`config.mk`:
```
export PLATFORM = sky130hd
export DESIGN_NAME = rf_scoreboard
export DESIGN_NICKNAME = d
export VERILOG_FILES = /design/src/rtl/rf_scoreboard.sv
export SDC_FILE = /design/constraint.sdc
export NUM_CORES = 1
export LEC_CHECK = 0
export BUFFER_PORTS_ARGS = -buffer_cell sky130_fd_sc_hd__buf_2
export CAP_MARGIN = 20
export CORE_MARGIN = 1
export CORE_UTILIZATION = 41
export DETAILED_ROUTE_END_ITERATION = 7
export HOLD_SLACK_MARGIN = 0.08
export SLEW_MARGIN = 20
export SYNTH_ARGS = -nofsm -noshare
export SYNTH_HDL_FRONTEND = slang
export SYNTH_SLANG_ARGS = --single-unit
```
`constraint.sdc`:
```
create_clock -name i_clk -period 4.53 [get_ports i_clk]
set_input_delay 0.906 -clock i_clk [delete_from_list [all_inputs] [get_ports i_clk]]
set_output_delay 0.906 -clock i_clk [all_outputs]
set_load 0.01 [all_outputs]
```
`src/rtl/rf_scoreboard.sv`:
```
// Purpose: tracks outstanding long-latency register writes and gates decode issue on RAW/WAW/capacity hazards.
// Latency: o_issue_ready is combinational (zero cycles); busy/inflight/err update one cycle after issue or writeback.
// Backpressure: o_issue_ready low stalls decode; the writeback port is never stalled and must only retire tracked writes.
module rf_scoreboard #(
  parameter bit BYPASS_EN    = 1'b0,
  parameter int MAX_INFLIGHT = 4
) (
  input  logic        i_clk,
  input  logic        i_rst,
  input  logic        i_issue_valid,
  input  logic        i_issue_rs1_ren,
  input  logic [4:0]  i_issue_rs1,
  input  logic        i_issue_rs2_ren,
  input  logic [4:0]  i_issue_rs2,
  input  logic        i_issue_rd_wen,
  input  logic [4:0]  i_issue_rd,
  input  logic        i_issue_long,
  output logic        o_issue_ready,
  input  logic        i_wb_valid,
  input  logic [4:0]  i_wb_rd,
  output logic [31:0] o_busy,
  output logic [3:0]  o_inflight,
  output logic        o_err
);

  localparam logic [3:0] MAX_CNT = 4'(MAX_INFLIGHT);

  logic [31:0] busy_q, busy_d;
  logic [3:0]  inflight_q, inflight_d;
  logic        err_q;

  logic clr, track, fire, set;
  logic raw1, raw2, waw, full;
  logic bypass1, bypass2;

  assign o_busy     = busy_q;
  assign o_inflight = inflight_q;
  assign o_err      = err_q;

  // Legal writeback retires a pending destination; a new long write to a real rd gets tracked.
  assign clr   = i_wb_valid && (i_wb_rd != 5'd0) && busy_q[i_wb_rd];
  assign track = i_issue_long && i_issue_rd_wen && (i_issue_rd != 5'd0);

  // Same-cycle writeback only releases a read when the register file forwards write data.
  assign bypass1 = BYPASS_EN && clr && (i_wb_rd == i_issue_rs1);
  assign bypass2 = BYPASS_EN && clr && (i_wb_rd == i_issue_rs2);

  assign raw1 = i_issue_rs1_ren && (i_issue_rs1 != 5'd0) && busy_q[i_issue_rs1] && !bypass1;
  assign raw2 = i_issue_rs2_ren && (i_issue_rs2 != 5'd0) && busy_q[i_issue_rs2] && !bypass2;
  // A writeback landing this cycle is ordered before the new write, so WAW always clears.
  assign waw  = i_issue_rd_wen && (i_issue_rd != 5'd0) && busy_q[i_issue_rd]
                && !(clr && (i_wb_rd == i_issue_rd));
  // A retiring write frees a slot in the same cycle, so the count cannot exceed the limit.
  assign full = track && (inflight_q == MAX_CNT) && !clr;

  assign o_issue_ready = !i_rst && !(raw1 || raw2 || waw || full);

  assign fire = i_issue_valid && o_issue_ready;
  assign set  = fire && track;

  // Next busy vector: clear first so a same-register set in the same cycle wins.
  always_comb begin
    busy_d = busy_q;
    if (clr) busy_d[i_wb_rd] = 1'b0;
    if (set) busy_d[i_issue_rd] = 1'b1;
    busy_d[0] = 1'b0;
  end

  // Next outstanding count: simultaneous set and clear cancel out.
  always_comb begin
    inflight_d = inflight_q;
    if (set && !clr) begin
      inflight_d = inflight_q + 4'd1;
    end else if (clr && !set) begin
      inflight_d = inflight_q - 4'd1;
    end
  end

  // State registers; reset discards all tracking and the sticky error.
  always_ff @(posedge i_clk) begin
    if (i_rst) begin
      busy_q     <= '0;
      inflight_q <= '0;
      err_q      <= 1'b0;
    end else begin
      busy_q     <= busy_d;
      inflight_q <= inflight_d;
      if (i_wb_valid && !clr) err_q <= 1'b1;
    end
  end

endmodule

```
Word-level counts from Yosys, hierarchy flattened
Index checks and enable logic that the tools add are counted.
{ "word_totals": {"output_inout_bits": 38, "regBits": 37, "in_bits": 28} }
{ "classes": {"n_reduce_logical": 35, "addsub": 2, "n_mux": 16, "n_eq_ne": 2, "bitwise": 3, "magnitude_cmp": 6} }
{ "op_table": {"columns": ["cell", "count"], "rows": [
  ["32-bit 2-to-1 mux", 2],
  ["32-bit AND", 1],
  ["32-bit NOT", 1],
  ["32-bit OR", 1],
  ["5-bit by 6-bit less-than comparator with 1-bit output (second input constant)", 4],
  ["1-bit logical AND", 22],
  ["1-bit binary-select mux with 5-bit select", 4],
  ["5-bit nonzero test", 4],
  ["1-bit demux with 5-bit select", 2],
  ["5-bit by 1-bit greater-or-equal comparator with 1-bit output (second input constant)", 2],
  ["4-bit 2-to-1 mux", 2],
  ["1-bit 2-to-1 mux", 6],
  ["5-bit equality test", 1],
  ["1-bit logical NOT", 5],
  ["4-bit by 1-bit adder with 4-bit output (second input constant)", 1],
  ["4-bit by 3-bit equality test with 1-bit output (second input constant)", 1],
  ["4-bit by 1-bit subtractor with 4-bit output (second input constant)", 1],
  ["1-bit logical OR", 3],
  ["2-bit nonzero test", 1]
]} }

Depth between registers and ports, before layout
Gate-level depths: netlist of the first run.
{ "logic_depth": {"depth_word": 16, "mapped_depth": 18} }

Worst setup path before layout of the first run
No wires, ideal clock.
{ "synth_timing": {"path_kind": "input-to-reg", "startpoint": "in i_issue_rs1[0]", "endpoint": "reg inflight_q[3], in the netlist o_inflight[3]", "path_slack_ns": 0.295, "path_stages": 16, "path_buffers": 2, "arrival_time_ns": 4.165, "path_cell_list": "buf_6 mux4_2 mux4_2 o221a_1 a211oi_4 o2111ai_4 buf_6 inv_2 ha_1 inv_1 ha_1 a21o_1 a21oi_1 xnor2_1 or3_1 a21oi_1"} }
{ "synth_between": {"elab_chain_cells": 13, "elab_cells_between_ends": 17} }
{ "synth_rtl": {"columns": ["element", "line", "text"], "rows": [
  ["from (decl)", "12", "input logic [4:0] i_issue_rs1,"],
  ["1-bit binary-select mux with 5-bit select or 5-bit nonzero test (tied branches)", "48", "assign raw1 = i_issue_rs1_ren && (i_issue_rs1 != 5'd0) && busy_q[i_issue_rs1] && !bypass1;"],
  ["1-bit 2-to-1 mux (implied by the code) or 1-bit logical AND (tied branches)", "48", null],
  ["1-bit logical AND (*)", "48", null],
  ["1-bit logical OR (*) (3 in a row)", "56", "assign o_issue_ready = !i_rst && !(raw1 || raw2 || waw || full);"],
  ["1-bit logical NOT (*)", "56", null],
  ["1-bit logical AND (*)", "56", null],
  ["1-bit logical AND (*)", "58", "assign fire = i_issue_valid && o_issue_ready;"],
  ["1-bit logical AND (*)", "59", "assign set = fire && track;"],
  ["1-bit logical NOT", "74", "end else if (clr && !set) begin"],
  ["1-bit logical AND", "74", null],
  ["2-bit nonzero test (no source line)", null, null],
  ["to (signal assigned)", "87", "inflight_q <= inflight_d;"],
  ["to (decl)", "29", "logic [3:0] inflight_q, inflight_d;"]
]} }
Every way passes the cells marked *; elsewhere a longest branch is shown, timed or not. The select of a mux whose other input is x is not followed.
A chain may end at the register's enable or synchronous reset.

Worst setup path after layout of the first run
{ "layout_timing": {"startpoint": "in i_issue_rd[0]", "endpoint": "reg inflight_q[3], in the netlist o_inflight[3]"} }
{ "layout_between": {"elab_chain_cells": 13, "elab_cells_between_ends": 23} }
{ "layout_rtl": {"columns": ["element", "line", "text"], "rows": [
  ["from (decl)", "16", "input logic [4:0] i_issue_rd,"],
  ["1-bit binary-select mux with 5-bit select, or another cell as far along", "51", "assign waw = i_issue_rd_wen && (i_issue_rd != 5'd0) && busy_q[i_issue_rd]"],
  ["1-bit 2-to-1 mux (implied by the code), or another cell as far along", "51", null],
  ["1-bit logical AND or 1-bit logical NOT (tied branches)", "51, 52", null],
  ["1-bit logical AND", "52", "&& !(clr && (i_wb_rd == i_issue_rd));"],
  ["1-bit logical OR (2 in a row)", "56", null],
  ["1-bit logical NOT", "56", null],
  ["1-bit logical AND", "56", null],
  ["1-bit logical AND", "58", null],
  ["1-bit logical AND (*)", "59", null],
  ["1-bit logical NOT", "74", null],
  ["1-bit logical AND", "74", null],
  ["2-bit nonzero test (no source line)", null, null]
]} }
Marks and branches as above.

==> reports/qor.txt, run 1 <==
Vias: 2996
Final hold violations: 0
Synth Warn #: 0
P&R area growth vs syn: 12.9%
Sink Count: 36
Power Density: 209 mW/mm²
WP data required: 4760 ps
Pre-CTS WS: 172 ps
Max VDD drop: 107 µV
Max Buffers Root-to-Sink: 2
Multi-input logic area: 0.00209 mm²
Antenna cells: 0
Final nets: 392
Die Footprint: 0.00769 mm²
Number of global-route vias before repair: 2816
Xor-xnor portion of the synthesized cell area: 0.0233
Status: completed
CP max stage cell: mux4_2
Max-cap violations: 0
Synth Area in Adders: 0.0191
Starting DRT DRC Count: 195
Post-Synth Simple-Gate Area: 0.140
Pin count of the biggest net entering global routing: 32
Worst setup SP type: input pin
Synth top area cells: dfxtp_1 24%, mux4_2 11%, mux2i_1 9.6%, o311ai_0 8.4%, o31ai_1 7.7%
Fmax: 248 MHz
Seq/Total Area, Yosys: 0.240
CORE AREA: 0.00694 mm²
Most used DFF post-synth: dfxtp_1
Synth area leader: dfxtp_1
Vias per inst: 6.56
FF+latch count, synth: 36
Critical path peak fanout: 10
Synthesized area per cell: 9.55 µm²
Post-synth top area share: 0.240
Setup-failing EPs final: 0
Most common cell in the netlist: dfxtp_1
Final Wtd Congestion: 0.916
Setup CP Type: input pin to register
Clock root buffer: clkbuf_8
Largest family of logic cells by synthesized area: compound AO/OA/AOI/OAI gates
Final TNS setup: 0 ps
Worst slew pin tran: 764 ps
Buf+Inv Stages, Crit Path: 3
Synth Cell Area: 0.00301 mm²
Clk_lat worst skew: 290 ps
Layout cell share with drive strength beyond 1: 0.269
Portion of netlist area occupied by mux cells: 0.241
Dpl cells: 449
Ports: 66
Register area: 721 µm²
CP peak stage delay: 540 ps
Avg WL per Cell: 22.0 µm
PnR worst setup slack: 497 ps
Tot GR Track Use: 0.271
Max Slew Vio Count: 0
Max-Slew Margin vs Limit: 0.490
# fillers: 697
Hold Path Class: register to register
Synth Area in Compound Gates: 0.270
Die height: 87.7 µm
Async S/R FF share, synth: 0
First-pass GRT wire length: 15500 µm
Cell count after synthesis: 315
Initial antenna violation count: 0
Setup crit end kind: register
Drt pass-1 iters: 5
Post-DP HPWL: 7430 µm
Cts repair resizes: 0
Drc violations: 0
Crit path DAT: 4270 ps
CTS tree: done
Final Cycle Share: 0.890
Net Count, Synth: 347
Routed wire length: 10000 µm
Critical-path cell list: buf_2 > mux4_2 > a22o_1 > a2111o_1 > nor3_2 > o2111ai_4 > inv_2 > ha_1 > inv_1 > ha_1 > a21o_1 > a21oi_1 > xnor2_1 > or3_1 > a21oi_1
EDFF count, synth: 0
Detail Route Antenna Nets: 0
Min Tclk post-route: 4030 ps
Die X: 87.7 µm
Final Skew: 10.5 ps
Initial Util: 0.433
Setup bufs post-CTS: 0
FP Rows: 30
RSZ-0062 raised after global routing: no
Non-Filler Instances: 457
IO Port Bufs: 64
Hold Slack: 513 ps
Synth unique cells: 60
Total grt overflow: 0
Static Leakage: 1.32 nW
Cts bufs inserted: 5
Htree depth: 2
Post-synth top cells: 36 x dfxtp_1, 31 x o31ai_1, 29 x mux2i_1, 29 x o311ai_0, 23 x nand2_1
Post-cts hold buffer count: 0
Reg clk slew, reported paths: 80 ps
Critical path's top delay family: compound AO/OA/AOI/OAI gates
## sequential cells by signal, indices dropped and copies added, names as in the netlist
name / count
o_err: 1
o_busy: 31
o_inflight: 4
## final cells by class
class / instances / share of cell area
Timing Repair Buffer: 68 / 0.103
Clock buffer: 8 / 0.0265
Sequential cell: 36 / 0.212
Tap cell: 96 / 0.0353
Inverter: 7 / 0.00773
Multi-Input combinational cell: 242 / 0.615
## stage by stage
step / area (µm²) / util / total power [mW]
3_5_place_dp: 3310 / 0.476 / 0.475
5_1_grt: 3400 / 0.489 / 0.738
3_3_place_gp: 3310 / 0.476 / 0.474
6_report: 3400 / 0.489 / 0.710
2_1_floorplan: 3010 / - / 0.434
4_1_cts: 3400 / 0.489 / 0.709
## placed cells by master (no fill, tap or decap), types with 2 or more instances in the layout
cell type | Yosys | layout
mux4_2 | 15 | 15
or2b_1 | 2 | 2
o21ai_0 | 4 | 4
or3b_1 | 2 | 2
nand3b_1 | 6 | 6
o311ai_1 | 2 | 2
mux4_1 | 2 | 2
inv_1 | 6 | 6
o211ai_1 | 3 | 3
a31oi_1 | 2 | 2
a21oi_1 | 5 | 5
dfxtp_1 | 36 | 36
nand2b_1 | 5 | 5
nor2b_1 | 6 | 6
nand3_1 | 7 | 7
nor2_1 | 13 | 13
xnor2_1 | 7 | 7
clkbuf_8 | 0 | 6
o31ai_1 | 31 | 31
o311ai_0 | 29 | 29
clkbuf_1 | 16 | 2
buf_2 | 3 | 64
mux2_1 | 3 | 3
nor3_1 | 2 | 2
mux2i_1 | 29 | 29
nand2_1 | 23 | 23
ha_1 | 3 | 3
buf_4 | 2 | 4
or3_1 | 3 | 3
o22ai_1 | 8 | 8
o21a_1 | 2 | 2
nor3b_1 | 3 | 3
## cell families (layout without fill, tap and decap cells)
logic type | Yosys count | after routing
multiplexers | 50 | 50
XOR/XNOR | 8 | 8
buffers and inverters | 37 | 83
AND/OR/NAND/NOR | 79 | 79
flip-flops | 36 | 36
other | 1 | 1
AO/OA/AOI/OAI | 100 | 100
adder cells (fa/ha/maj) | 4 | 4
## worst register-to-register path: stages, from the launching register on
cell and delay (ps):
dfxtp_1 400, mux4_2 500, mux4_2 500, o221a_1 290
a211oi_4 260, o2111ai_4 170, inv_2 70, ha_1 170
inv_1 90, ha_1 270, a21o_1 170, a21oi_1 160
xnor2_1 90, or3_1 300, a21oi_1 140
## metal layers
metal,up-vias,track usage,share of wire
li1,1359,-,-
met1,1461,0.369,0.43
met2,159,0.430,0.47
met3,17,0.0518,0.077
met4,0,0.0924,0.018
met5,-,0,0
## power breakdown
group	switching (mW)	total (mW)	internal, mW
combinational	0.0905	0.143	0.0529
clock	0.116	0.240	0.124
sequential	0.00582	0.326	0.321
total	0.213	0.710	0.498
## final timing paths
kind                         startpoint                    endpoint  slack, ps  cells past startpoint
hold / removal       o_err$_SDFFE_PP0P_          o_err$_SDFFE_PP0P_        510                      2
setup reg to reg  o_busy[14]$_SDFF_PP0_  o_inflight[3]$_SDFFE_PP0P_        890                     14
setup / recovery          i_issue_rd[0]  o_inflight[3]$_SDFFE_PP0P_        500                     15
hold reg to reg      o_err$_SDFFE_PP0P_          o_err$_SDFFE_PP0P_        510                      2
(Power assumes the default switching activity.)
==> run 2: changes to the inputs <==
--- a/config.mk
+++ b/config.mk
@@ -5,6 +5,7 @@
 export SDC_FILE = /design/constraint.sdc
 export NUM_CORES = 1
 export LEC_CHECK = 0
+export ABC_AREA = 1
 export BUFFER_PORTS_ARGS = -buffer_cell sky130_fd_sc_hd__buf_2
 export CAP_MARGIN = 20
 export CORE_MARGIN = 1
==> run 2 against run 1 <==
  * Clock power grew 22%
  * Sequential power shrank 2%
  * Largest cell class unchanged
  * Area after synthesis increased by 14%
  * Synthesized cell count grew 96%
  * Non-clock buffer count is 8 higher
  * Die area increased by 14%
  * Via count up 44%
  * Sequential share of layout area down 2.7 points
==> reports/qor.txt, run 2 <==
Max-Slew Margin vs Limit: 0.627
Clock root buffer: clkbuf_8
Final nets: 701
Setup bufs post-CTS: 0
Drt pass-1 iters: 5
Starting DRT DRC Count: 279
Cts repair resizes: 0
Dpl cells: 767
Status: completed
Sink Count: 36
Worst slew pin tran: 555 ps
Post-synth top area share: 0.222
CTS tree: done
Layout cell share with drive strength beyond 1: 0.152
Setup CP Type: input pin to register
Async S/R FF share, synth: 0
Avg WL per Cell: 16.8 µm
Vias per inst: 5.58
Buf+Inv Stages, Crit Path: 3
Most used cell, CP: nand2_1
Number of global-route vias before repair: 3960
Max-cap violations: 0
Reg clk slew, reported paths: 70 ps
Post-route cell area: 0.00390 mm²
Ports: 66
HP Start: o_err$_SDFFE_PP0P_
Synth unique cells: 34
Max Slew Vio Count: 0
Final hold violations: 0
Drc violations: 0
Worst setup SP type: input pin
Critical path's top delay family: simple AND/OR/NAND/NOR gates
Die X: 93.5 µm
FF+latch count, synth: 36
Synth Warn #: 0
Cts bufs inserted: 5
Worst flop-to-flop path endpoint: o_inflight[3]$_SDFFE_PP0P_
Seq/Total Area, Yosys: 0.210
EDFF count, synth: 0
Reg-to-reg slack, setup: 1290 ps
WP data required: 4740 ps
IO Port Bufs: 64
Clk_lat worst skew: 300 ps
Max Buffers Root-to-Sink: 2
Final Cycle Share: 0.864
Antenna cells: 0
Setup crit end kind: register
Detail Route Antenna Nets: 0
Stages on the worst setup path: 18
Routed wire length: 13100 µm
Fmax: 256 MHz
Largest register FFs: 31
Initial Util: 0.420
P&R area growth vs syn: 13.6%
Setup-failing EPs final: 0
Worst r2r src: o_busy[1]$_SDFF_PP0_
Most common cell in the netlist: nand2_1
Synthesized area per cell: 5.57 µm²
Most used DFF post-synth: dfxtp_1
Total grt overflow: 0
Post-synth top cells: 203 x nand2_1, 63 x inv_1, 53 x nor2_1, 44 x o21ai_0, 43 x nand3_1
FP Rows: 33
Synth area leader: nand2_1
Static Leakage: 1.78 nW
CORE AREA: 0.00818 mm²
Die height: 93.5 µm
Final Skew: 7.16 ps
Crit path DAT: 4120 ps
First-pass GRT wire length: 20800 µm
Htree depth: 2
Hold Path Class: register to register
Non-Filler Instances: 775
Initial antenna violation count: 0
Net Count, Synth: 648
Synth Cell Area: 0.00343 mm²
Critical-path cell list: buf_2 > clkinv_1 > nand2_1 > nor3b_1 > nand4_1 > nand3_1 > nand2_1 > nor2_4 > nand2_1 > nor3_2 > ha_1 > inv_1 > ha_1 > and3_1 > a211oi_1 > xor2_1 > nand2_1 > a21oi_1
Die Footprint: 0.00874 mm²
Power Density: 200 mW/mm²
Vias: 4321
Final Wtd Congestion: 0.966
Critical path peak fanout: 14
Most common cell after layout, fill and taps aside: nand2_1
Min Tclk post-route: 3910 ps
Pin count of the biggest net entering global routing: 37
RSZ-0062 raised after global routing: no
Commonest cells after routing, fill and taps aside: 203 x nand2_1, 64 x buf_2, 63 x inv_1
CP peak stage delay: 360 ps
Critical Path End: o_inflight[3]$_SDFFE_PP0P_
Post-cts hold buffer count: 0
Final TNS setup: 0 ps
Cell count after synthesis: 616
R2R depth: 18
Synth top area cells: nand2_1 22%, dfxtp_1 21%, inv_1 6.9%, o21ai_0 6.4%, nand3_1 6.3%
Post-DP HPWL: 9570 µm
Crit. Startpoint: i_issue_rd[1]
Placed cell areas: 0.00379 mm²
CP max stage cell: clkinv_1
Tot GR Track Use: 0.308
Layout Utilization: 0.477
Max VDD drop: 150 µV
[run 2: cell types whose count changed after synthesis, moves of 29 or more]
cell,previous run,this run
nand4_1,1,32
o21ai_0,4,44
nor2_1,13,53
o311ai_0,29,0
mux2i_1,29,0
a21oi_1,5,36
nand3_1,7,43
inv_1,6,63
o31ai_1,31,0
nand2_1,23,203
[run 2: power by group]
group | leakage, nW | internal [mW] | switching (mW)
registers | 0.290 | 0.318 | 0.00264
logic | 1.44 | 0.0478 | 0.119
clock network | 0.0541 | 0.163 | 0.129
[run 2: metrics by stage]
step	hold slack, ps	power, mW	setup slack, ps
after floorplan	474	0.437	1000
after global placement	439	0.490	507
after detailed placement	440	0.492	345
after CTS	452	0.783	656
after global routing	478	0.817	220
final	451	0.780	618
[run 2: cell families after synthesis]
family,Yosys count,share of synthesized area
simple gates,362,0.460
fa+ha+maj,4,0.0168
other cells,1,0.00109
buf+inv,101,0.132
compound gates,104,0.159
flops,36,0.210
xor+xnor,8,0.0204
[run 2: worst min-delay path, cell delays in order, from the launching register on]
cell and delay (ps):
dfxtp_1 310, inv_1 40, a21oi_1 50
[run 2: area by class of cell]
class	instances	area [µm²]
fillers	931	4280
multi-input cells	479	2260
flip-flops and latches	36	721
repair buffers	76	410
inverters	71	267
well taps	105	131
clock buffers	5	68.8
clock inverters	3	42.5
[run 2: worst min path at each step]
stage / cells past startpoint / end / slack (ps)
CTS: 2 / o_err$_SDFFE_PP0P_ / 450
global placement: 2 / o_err$_SDFFE_PP0P_ / 440
finish: 2 / o_err$_SDFFE_PP0P_ / 450
global route: 2 / o_err$_SDFFE_PP0P_ / 480
floorplan: 2 / o_err$_SDFFE_PP0P_ / 470
detailed placement: 2 / o_err$_SDFFE_PP0P_ / 440
[run 2: layer usage]
layer  vias up  GRT usage  routed length (µm)
li1       2112          -                   -
met1      1993      0.423                5910
met4         0      0.112                 289
met3        18     0.0423                 949
met2       198      0.489                5900
met5         -          0                   0
==> run 3: changes to the inputs <==
--- a/config.mk
+++ b/config.mk
@@ -8,6 +8,7 @@
 export ABC_AREA = 1
 export BUFFER_PORTS_ARGS = -buffer_cell sky130_fd_sc_hd__buf_2
 export CAP_MARGIN = 20
+export CORE_ASPECT_RATIO = 1.4
 export CORE_MARGIN = 1
 export CORE_UTILIZATION = 41
 export DETAILED_ROUTE_END_ITERATION = 7
==> run 3 against run 2 <==
  * The run now ends with DRC left
  * Clock power increased by 45%
  * Clock skew shrank 4.4 ps
  * Die area is essentially flat
  * Design area up 1.3%
  * Total power up 16%
  * Critical path depth is 3 higher
  * Non-clock buffer count down 2
  * Count of clock-buffer cells in the layout up 2
  * Utilization grew 0.80 points
  * Sequential share of layout area decreased by 0.25 points
  * Sequential cell count did not move
  * Via count fell by 0.30%
  * Largest cell class unchanged
==> reports/qor.txt, run 3 (synthesized netlist as in run 2, its figures left out) <==
Max Buffers Root-to-Sink: 2
P&R area growth vs syn: 15.2%
Most common cell after layout, fill and taps aside: nand2_1
Stages on the worst setup path: 21
WP data required: 4750 ps
Most used cell, CP: nand2_1
Avg WL per Cell: 16.6 µm
Reg-to-reg slack, setup: 1570 ps
Commonest cells after routing, fill and taps aside: 203 x nand2_1, 64 x buf_2, 63 x inv_1
Fmax: 268 MHz
Vias per inst: 5.59
Worst setup SP type: input pin
# fillers: 891
HP Start: o_err$_SDFFE_PP0P_
Worst r2r src: o_busy[31]$_SDFF_PP0_
Max-cap violations: 0
Setup bufs post-CTS: 0
Routed wire length: 12800 µm
Setup CP Type: input pin to register
Die height: 110 µm
Critical-path cell list: buf_2 > inv_1 > nand2_1 > nand3_1 > nand3_1 > nand2_1 > inv_1 > nand3b_1 > nand3_1 > nand2_1 > nor2_4 > nand2_1 > nor3_2 > ha_1 > inv_1 > ha_1 > and3_1 > a211oi_1 > xor2_1 > nand2_1 > a21oi_1
Multi-input logic area: 0.00226 mm²
Static Leakage: 1.81 nW
FP Rows: 39
Tot GR Track Use: 0.306
Max Slew Vio Count: 0
Setup-failing EPs final: 0
Detail Route Antenna Nets: 0
Layout cell share with drive strength beyond 1: 0.150
Vias: 4308
Starting DRT DRC Count: 413
Register area: 721 µm²
Crit. Startpoint: i_issue_rs1[0]
Max-Slew Margin vs Limit: 0.510
Critical path peak fanout: 17
Ports: 66
Post-route cell area: 0.00395 mm²
Worst flop-to-flop path endpoint: o_inflight[3]$_SDFFE_PP0P_
Failing checks: DRC
Final Wtd Congestion: 0.974
Min Tclk post-route: 3730 ps
Clk_lat worst skew: 280 ps
Critical path's top delay family: simple AND/OR/NAND/NOR gates
Number of global-route vias before repair: 3899
Clock root buffer: clkbuf_16
Setup crit end kind: register
Cts bufs inserted: 5
Final TNS setup: 0 ps
Final hold violations: 0
Post-cts hold buffer count: 0
CTS tree: done
Final Skew: 2.75 ps
Buf+Inv Stages, Crit Path: 4
First-pass GRT wire length: 20300 µm
Max VDD drop: 168 µV
Placed cell areas: 0.00377 mm²
Layout Utilization: 0.485
Drc violations: 2
Die Footprint: 0.00875 mm²
R2R depth: 16
Power Density: 230 mW/mm²
Hold Path Class: register to register
RSZ-0062 raised after global routing: no
Status: finished with violations
Crit path DAT: 3950 ps
Pin count of the biggest net entering global routing: 36
Die X: 79.3 µm
Drt pass-1 iters: 8
Cts repair resizes: 0
Htree depth: 2
CP peak stage delay: 310 ps
Largest register FFs: 31
Final Cycle Share: 0.823
IO Port Bufs: 64
Total grt overflow: 0
CORE AREA: 0.00815 mm²
Antenna cells: 0
Initial antenna violation count: 0
CP max stage cell: ha_1
Worst slew pin tran: 730 ps
Reg clk slew, reported paths: 50 ps
Final nets: 699
Sink Count: 36
Initial Util: 0.421
Post-DP HPWL: 9470 µm
Critical Path End: o_inflight[3]$_SDFFE_PP0P_
==> run 3: cell types whose count changed in the layout (fill, tap and decap cells not counted) <==
cell,previous run,this run
clkinv_2,1,0
clkbuf_8,5,2
buf_4,12,10
clkinvlp_4,1,0
clkbuf_16,0,5
==> run 3: worst reg2reg max path, delay by kind of cell, from the launching register on <==
| kind | cells | cell delay [ps] |
|---|---|---|
| xor+xnor | 1 | 170 |
| simple gates | 6 | 690 |
| compound gates | 4 | 560 |
| fa+ha+maj | 2 | 560 |
| flops | 1 | 370 |
| buf+inv | 3 | 550 |
==> run 3: report_power, final <==
part	leakage (nW)	switching, mW	internal (mW)
combinational	1.43	0.118	0.0463
sequential	0.290	0.00255	0.319
clock	0.0901	0.133	0.290
==> run 3: worst min-delay path by stage <==
stage                                     to  cells after the start
after CTS                 o_err$_SDFFE_PP0P_                      2
after global placement    o_err$_SDFFE_PP0P_                      2
after detailed placement  o_err$_SDFFE_PP0P_                      2
after global routing      o_err$_SDFFE_PP0P_                      2
after floorplan           o_err$_SDFFE_PP0P_                      2
final                     o_err$_SDFFE_PP0P_                      2
==> run 3: layer usage <==
metal	vias to the layer above	GRT usage	part of all wire
met5	-	0	0
met4	0	0.160	0.043
met3	37	0.0412	0.074
met2	217	0.512	0.47
met1	1940	0.382	0.41
li1	2114	-	-
==> run 3: area by class of cell <==
class                      count  share of cell area
multi-input combinational    479               0.572
sequential                    36               0.182
timing repair buffer          74               0.100
inverter                      71              0.0674
clock buffer                   7              0.0386
tap                          102              0.0323
clock inverter                 1             0.00760
==> run 3: per-stage QoR <==
| step | instances | setup WS, ps | hold slack [ps] | total power, mW |
|---|---|---|---|---|
| 2_1_floorplan | 616 | 1000 | 474 | 0.437 |
| 3_3_place_gp | 762 | 579 | 438 | 0.488 |
| 3_5_place_dp | 762 | 550 | 441 | 0.490 |
| 4_1_cts | 770 | 838 | 450 | 0.915 |
| 5_1_grt | 770 | 423 | 484 | 0.948 |
| 6_report | 770 | 800 | 448 | 0.908 |
